===== src/rtl/alu_operand_stage.sv =====
// Operand-fetch stage: 16x32 register file, RAW scoreboard, operand muxing and
// a registered valid/ready bundle feeding the ALU/barrel-shifter, plus NZCV flags.
module alu_operand_stage #(
    parameter int unsigned NREGS     = 16,
    parameter logic [31:0] RESET_VAL = 32'h0
) (
    input  logic        clk,
    input  logic        rst,
    input  logic        in_valid,
    output logic        in_ready,
    input  logic        rn_en,
    input  logic [3:0]  rn_addr,
    input  logic [3:0]  rm_addr,
    input  logic [3:0]  rs_addr,
    input  logic        imm_en,
    input  logic [31:0] imm32,
    input  logic        shift_reg_en,
    input  logic [4:0]  shift_imm,
    input  logic [2:0]  shift_op_in,
    input  logic [3:0]  alu_op_in,
    input  logic        s_in,
    input  logic        rd_we_in,
    input  logic [3:0]  rd_addr_in,
    output logic        out_valid,
    input  logic        out_ready,
    output logic [31:0] A,
    output logic [31:0] Shift_Data,
    output logic [7:0]  Shift_Num,
    output logic [2:0]  SHIFT_OP,
    output logic [3:0]  ALU_OP,
    output logic        S,
    output logic        rd_we_out,
    output logic [3:0]  rd_addr_out,
    input  logic        wb_en,
    input  logic [3:0]  wb_addr,
    input  logic [31:0] wb_data,
    input  logic        flags_we,
    input  logic [3:0]  nzcv_in,
    output logic [3:0]  nzcv,
    output logic        carry_flag
);

    localparam int unsigned DW = 32;
    localparam int unsigned SW = 8;

    logic [DW-1:0]    regs [NREGS];
    logic [NREGS-1:0] pending;
    logic [NREGS-1:0] pending_next;
    logic [NREGS-1:0] pending_eff;
    logic [NREGS-1:0] wb_onehot;
    logic [DW-1:0]    rn_val;
    logic [DW-1:0]    rm_val;
    logic [SW-1:0]    rs_lo;
    logic             haz;
    logic             fire;

    // Register reads with same-cycle writeback forwarding; hazards ignore bits
    // that the current writeback is about to clear.
    always_comb begin
        wb_onehot = '0;
        if (wb_en) begin
            wb_onehot[wb_addr] = 1'b1;
        end
        pending_eff = pending & ~wb_onehot;

        rn_val = (wb_en && (wb_addr == rn_addr)) ? wb_data : regs[rn_addr];
        rm_val = (wb_en && (wb_addr == rm_addr)) ? wb_data : regs[rm_addr];
        rs_lo  = (wb_en && (wb_addr == rs_addr)) ? wb_data[SW-1:0] : regs[rs_addr][SW-1:0];

        haz = (rn_en & pending_eff[rn_addr])
            | (!imm_en & pending_eff[rm_addr])
            | (shift_reg_en & pending_eff[rs_addr]);

        in_ready = !haz && (!out_valid || out_ready);
        fire     = in_valid && in_ready;

        // Clear first so a same-index set from a newer writer wins.
        pending_next = pending & ~wb_onehot;
        if (fire && rd_we_in) begin
            pending_next[rd_addr_in] = 1'b1;
        end
    end

    always_ff @(posedge clk or posedge rst) begin
        if (rst) begin
            for (int i = 0; i < int'(NREGS); i++) begin
                regs[i] <= RESET_VAL;
            end
        end else if (wb_en) begin
            regs[wb_addr] <= wb_data;
        end
    end

    always_ff @(posedge clk or posedge rst) begin
        if (rst) begin
            pending <= '0;
        end else begin
            pending <= pending_next;
        end
    end

    // Output bundle: loads on accept, holds under back-pressure.
    always_ff @(posedge clk or posedge rst) begin
        if (rst) begin
            out_valid   <= 1'b0;
            A           <= '0;
            Shift_Data  <= '0;
            Shift_Num   <= '0;
            SHIFT_OP    <= '0;
            ALU_OP      <= '0;
            S           <= 1'b0;
            rd_we_out   <= 1'b0;
            rd_addr_out <= '0;
        end else if (fire) begin
            out_valid   <= 1'b1;
            A           <= rn_en ? rn_val : '0;
            Shift_Data  <= imm_en ? imm32 : rm_val;
            Shift_Num   <= shift_reg_en ? rs_lo : SW'({3'b000, shift_imm});
            SHIFT_OP    <= shift_op_in;
            ALU_OP      <= alu_op_in;
            S           <= s_in;
            rd_we_out   <= rd_we_in;
            rd_addr_out <= rd_addr_in;
        end else if (out_ready) begin
            out_valid   <= 1'b0;
        end
    end

    always_ff @(posedge clk or posedge rst) begin
        if (rst) begin
            nzcv <= '0;
        end else if (flags_we) begin
            nzcv <= nzcv_in;
        end
    end

    assign carry_flag = nzcv[1];

endmodule


===== config.mk =====
export PLATFORM = sky130hd
export DESIGN_NAME = alu_operand_stage
export DESIGN_NICKNAME = d
export VERILOG_FILES = /design/src/rtl/alu_operand_stage.sv
export SDC_FILE = /design/constraint.sdc
export NUM_CORES = 2
export LEC_CHECK = 0
export ABC_AREA = 1
export CELL_PAD_IN_SITES_DETAIL_PLACEMENT = 0
export CELL_PAD_IN_SITES_GLOBAL_PLACEMENT = 2
export CORE_UTILIZATION = 32
export DETAILED_ROUTE_END_ITERATION = 12
export PLACE_DENSITY_LB_ADDON = 0.2
export RECOVER_POWER = 100
export SYNTH_ARGS = -nofsm -noshare
export SYNTH_HDL_FRONTEND = slang
export SYNTH_SLANG_ARGS = --single-unit

===== constraint.sdc =====
create_clock -name clk -period 23.2 [get_ports clk]
set_input_delay 6.96 -clock clk [delete_from_list [all_inputs] [get_ports clk]]
set_output_delay 6.96 -clock clk [all_outputs]
set_load 0.005 [all_outputs]

## Word-level counts from Yosys, hierarchy flattened

Index checks and enable logic that the tools add are counted.

| storage, ports and cells | value |
|---|---|
| bits in latches | 0 |
| bits in read-only memories | 0 |
| bits of input ports | 111 |
| word-level logic and storage cells | 100 |
| memories | 0 |
| bits in writable memories | 0 |
| register bits | 618 |

| operators by class | value |
|---|---|
| shifts and indexed selects | 0 |
| $mul | 0 |
| reduce and logical (&&, ||, !) cells | 14 |
| div/mod/pow operators | 0 |
| equal/unequal tests | 3 |
| bitwise logic cells | 12 |
| mux-type cells | 32 |
| add/subtract/negate cells | 0 |
| $lt $le $gt $ge | 12 |

Operators by type and width:

| cell | count |
|---|---|
| $bwmux 512 | 1 |
| $bmux 32 s4 | 3 |
| $mux 32 | 9 |
| $demux 32 s4 | 1 |
| $mux 16 | 2 |
| $mux 8 | 4 |
| $lt 4x5->1 const B | 5 |
| $ge 5x5->1 const B | 4 |
| $not 4->5 | 4 |
| $and 16x16->16 | 1 |
| $not 16->16 | 1 |
| $or 16x16->16 | 1 |
| $bmux 1 s4 | 3 |
| $eq 4x4->1 | 3 |
| $logic_and 1x1->1 | 9 |
| $demux 1 s4 | 2 |
| $ge 4x1->1 const B | 2 |
| $mux 1 | 7 |
| $lt 5x1->1 const B | 1 |
| $and 1x1->1 | 3 |
| $logic_not 1->1 | 3 |
| $or 1x1->1 | 2 |
| $reduce_bool 2->1 | 1 |
| $logic_or 1x1->1 | 1 |

## Logic depth before layout (Yosys ltp)

| depth | value |
|---|---|
| depth in word-level cells | 17 |
| gate-level depth with buffers | 17 |

## Worst setup path before layout

OpenSTA, ideal clock, no wires.

| timing path | value |
|---|---|
| path type | input to output |
| start | input port wb_addr[1] |
| end | output port in_ready |
| path buffers | 3 |
| stages | 13 |
| slack | 7.878 ns |
| arrival | 8.362 ns |
| cells stage by stage | buf_2 > inv_1 > nor2_1 > nand3_1 > nand3_1 > nand3_1 > nand3_1 > nand3_1 > nand3_1 > nand2_1 > nor2_2 > buf_4 > buf_4 |

| between the ends | value |
|---|---|
| cells in the longest elaborated chain, start to end | 14 |
| elaborated cells between the ends (all ways) | 21 |
| those cells by class | 2 x order compare; 9 x mux; 7 x bitwise; 3 x reduce/logical |

Ends and longest elaborated chain:

| item | line | RTL |
|---|---|---|
| start: declaration | 35 | `input logic [3:0] wb_addr,` |
| $lt 4x5->1 (not written as such) / $ge 4x1->1 (equally long branches) | 62 | `wb_onehot[wb_addr] = 1'b1;` |
| $logic_and 1x1->1 (not written as such) | 62 |  |
| $mux 1 (not written as such) | 62 |  |
| $demux 1 s4 (*) | 62 |  |
| $mux 16 (*) | 61 | `if (wb_en) begin` |
| $not 16->16 (*) | 64 | `pending_eff = pending & ~wb_onehot;` |
| $and 16x16->16 (*) | 64 |  |
| $bmux 1 s4, on equally long branches | 70, 71 |  |
| $mux 1, on equally long branches | 70, 71 |  |
| $and 1x1->1, on equally long branches | 70, 71 |  |
| $or 1x1->1 | 71 | `\| (!imm_en & pending_eff[rm_addr])` |
| $or 1x1->1 (*) | 72 | `\| (shift_reg_en & pending_eff[rs_addr]);` |
| $logic_not 1->1 (*) | 74 | `in_ready = !haz && (!out_valid \|\| out_ready);` |
| $logic_and 1x1->1 (*) | 74 |  |
| end: declaration | 10 | `output logic in_ready,` |

Mark *: on every way between the ends. The rest lies on a longest branch, timed or not. The select of a mux whose other input is x is not followed.

## Final worst setup path

| timing path | value |
|---|---|
| start | input port wb_en |
| end | output port in_ready |

| between the ends | value |
|---|---|
| cells in the longest elaborated chain, start to end | 10 |
| elaborated cells between the ends (all ways) | 16 |
| those cells by class | 7 x mux; 7 x bitwise; 2 x reduce/logical |

Ends and longest elaborated chain:

| item | line | RTL |
|---|---|---|
| start: declaration | 34 | `input logic wb_en,` |
| $mux 16 (*) | 61 |  |
| $not 16->16 (*) | 64 |  |
| $and 16x16->16 (*) | 64 |  |
| $bmux 1 s4, on equally long branches | 70, 71 |  |
| $mux 1, on equally long branches | 70, 71 |  |
| $and 1x1->1, on equally long branches | 70, 71 |  |
| $or 1x1->1 | 71 |  |
| $or 1x1->1 (*) | 72 |  |
| $logic_not 1->1 (*) | 74 |  |
| $logic_and 1x1->1 (*) | 74 |  |

Marked as above.

==> results.txt <==
----------------------------------------------------
[Cells and area]
  Post-Layout Inst Area ... 39360 um^2
  Net count, final ... 4692
  Post-route insts no fill ... 6041
  Synthesis-to-layout area growth ... 14.05%
  Proportion of layout cells with a drive suffix above 1 ... 3.968%
  Count of fill cells added during filler insertion ... 11380

[Timing]
  Fin crit share ... 85.91%
  Timing-limited maximum frequency ... 50.17 MHz
  Number of endpoints with negative hold slack in the final report ... 0
  Tightest Pin Transition ... 9.383 ns
  Final setup vio count ... 0
  Worst-case headroom to the max-slew limit ... -525.5%
  Summed negative setup slack over all endpoints ... 0 ns
  Worst clock skew ... 0.02059 ns
  Unrepaired setup endpoints after global routing ... no
  Fin crit period ... 19.93 ns
  Final Slew Violations ... 1519

[Clock tree]
  Clock latency at the later pin of the worst-skew pair ... 0.65 ns
  Clk slew on worst S/H paths ... 0.06 ns
  Sinks on Clock Net ... 618
  Hold bufs inserted after CTS ... 0
  Htree depth ... 3
  Maximum clock path buffer count ... 3
  CTS buffer count ... 78
  CTS Root Cell ... clkbuf_16
  Post-cts resize count ... 0
  Clock tree from TritonCTS ... done
  Number of post-CTS setup repair buffers ... 0

[Synthesis]
  Synth Warn # ... 0
  Sequential area share after synthesis ... 44.81%
  Cell taking the most area after synthesis ... dfrtp_1
  Number of unique standard cell types used by synthesis ... 25
  Cells after Synth ... 4698
  #FFs+latches synth ... 618
  Dominant cell by count in the synthesized netlist ... nand2_1
  Commonest register cell after synthesis ... dfrtp_1
  Async set-reset flop share out of synthesis ... 100.0%
  Synthesized area per cell ... 7.346 um^2
  Fraction of post-synthesis cell area in the top cell type by area ... 44.81%
  Post-synth EDFFs ... 0
  Biggest area contributors in the synthesized netlist ... dfrtp_1, o21ai_0, nand2_1
  Synthesized netlist net count ... 4809
  List of most frequent post-synthesis cells ... nand2_1, o21ai_0, nand3_1, dfrtp_1, a21oi_1
  Netlist area before placement ... 34510 um^2

[Critical path]
  Required time at the endpoint of the critical path ... 16.24 ns
  Kind of start point of the critical path ... primary input
  Crit path max fanout ... 48
  R2r startpoint ... pending[3]$_DFF_PP0_
  CP startpoint ... wb_en
  Worst Setup Path Type ... in2out
  Nature of the critical path endpoint ... output port
  CP Data Arrival Time ... 12.97 ns

[Pwr]
  Leakage ... 17.52 nW
  Peak supply drop ... 49.16 uV
  Pwr per Cell Area ... 87.17 nW/um^2

[Placed design]
  Cell total after placement ... 5904
  Instance area at placement ... 37110 um^2
  I/O Buffers ... 202
  Post-DP HPWL ... 83.62 mm
  Placer Congestion ... 0.8707

[Global routing]
  Total overflow reported by the global router ... 0
  Overall fraction of global-route tracks in use ... 25.97%
  Via count of the first global-routing pass ... 31110
  Wire length of the first global-routing pass ... 213.6 mm
  Number of antenna violations at the first check in global routing ... 6
  Maximum number of pins on one net before global-route repair ... 213

[Floorplan]
  Core footprint ... 107100 um^2
  # IOs ... 203
  Overall die area ... 109200 um^2
  Vertical die dimension ... 330.4 um
  Row count ... 120
  Horizontal die dimension ... 330.4 um
  Initial cell density of the core ... 32.24%

[Status]
  Run status ... finished with violations
  Violated checks ... max-capacitance violations, max-slew violations

[Drt]
  Number of nets with antenna violations after routing ... 0
  Routed wire per std cell ... 23.62 um
  Ratio of routed vias to standard cells ... 5.477
  Total number of vias ... 33090
  Total iterations of the first detailed-routing run ... 6
  Detailed router's first-iteration violation count ... 3271
  Final wirelength ... 142.7 mm
  Post-route DRC ... 0

[Hold path]
  Origin of the worst min-delay path ... Shift_Num[3]$_DFFE_PP0P_
  Worst min-delay path class ... reg2reg

[Flow run]
  Max Cap Violations ... 21

----------------------------------------------------
worst max-delay path, cell delays in order:
cell and delay, ns:
dlygate4sd3_1 0.54, clkbuf_1 0.33, nand3_1 0.93, clkbuf_1 2.35
nand3_1 0.19, nand3_1 0.18, nand3_1 0.09, nand3_1 0.11
nand3_1 0.11, nand2_1 0.14, nor2_4 0.03, buf_4 0.27
dlygate4sd3_1 0.64
where the power goes:
part           internal, mW  switching, mW  total [mW]  leakage (nW)
clock                 0.709          0.501        1.21          1.22
combinational         0.279          0.488       0.767          8.48
sequential             1.31          0.144        1.45          7.82
cells in the final DEF, fill, tap and decap left out, types with 2 or more instances in the layout:
cell and instances:
a211oi_1 2, a21oi_1 382, buf_12 3, buf_2 5, buf_4 38, buf_8 2, bufinv_16 2, clkbuf_1 37
clkbuf_16 81, clkbuf_8 17, clkdlybuf4s50_1 93, clkinv_2 10, dfrtp_1 618, dlygate4sd3_1 96, inv_1 310, inv_2 8
inv_6 4, mux2_2 4, nand2_1 980, nand3_1 652, nand3b_1 36, nand4_1 16, nor2_1 29, nor2_2 2
nor2_4 3, o211ai_1 236, o21ai_0 958, o22ai_1 4
worst paths after layout:
kind / to / slack, ns / cells after the start
max: in_ready / 3.27 / 13
min: Shift_Num[3]$_DFFE_PP0P_ / 0.46 / 2
max reg2reg: A[20]$_DFFE_PP0P_ / 18.90 / 11
min reg2reg: Shift_Num[3]$_DFFE_PP0P_ / 0.46 / 2
max in group asynchronous: regs[192]$_DFFE_PP0P_ / 4.94 / 5
min in group asynchronous: Shift_Data[20]$_DFFE_PP0P_ / 10.64 / 3
stage by stage:
| stage | power [mW] | setup WS, ns | util, % | hold WS, ns |
|---|---|---|---|---|
| 2_1_floorplan | 1.923 | 7.805 | - | 0.4530 |
| 3_3_place_gp | 2.243 | 5.157 | 34.67 | 0.4531 |
| 3_5_place_dp | 2.250 | 5.169 | 34.67 | 0.4583 |
| 4_1_cts | 3.481 | 5.164 | 36.97 | 0.4720 |
| 5_1_grt | 3.640 | 2.603 | 36.77 | 0.4866 |
| 6_report | 3.431 | 3.268 | 36.77 | 0.4625 |
state kept, by name, indices dropped and copies added, names as in the netlist:
signal       cells
A               32
ALU_OP           4
S                1
SHIFT_OP         3
Shift_Data      32
Shift_Num        8
nzcv             4
out_valid        1
pending         16
rd_addr_out      4
rd_we_out        1
regs           512
metal layers:
| layer | GRT usage, % | vias up | share of wire (%) |
|---|---|---|---|
| met5 | 0 | - | 0 |
| met4 | 6.412 | 0 | 2.1 |
| met3 | 4.665 | 170 | 6.8 |
| met2 | 39.49 | 1089 | 44 |
| met1 | 37.87 | 15980 | 47 |
| li1 | - | 15850 | - |
layout make-up:
type	count	area, um^2	share of cell area, %
timing repair buffer	252	2370	6.021
antenna	1	2.502	0.006357
tap	1403	1755	4.460
sequential	618	15460	39.29
clock buffer	121	2327	5.912
multi-input combinational	3310	16090	40.88
inverter	321	1210	3.074
clock inverter	15	140.1	0.3560
logic make-up after synthesis:
logic type	count (synthesis)	synth area share, %
AO/OA/AOI/OAI	1583	24.71
XOR/XNOR	2	0.05077
buffers and inverters	770	8.679
flip-flops	618	44.81
multiplexers	4	0.1305
AND/OR/NAND/NOR	1721	21.62
No activity file was read; power rests on OpenSTA's default activity.
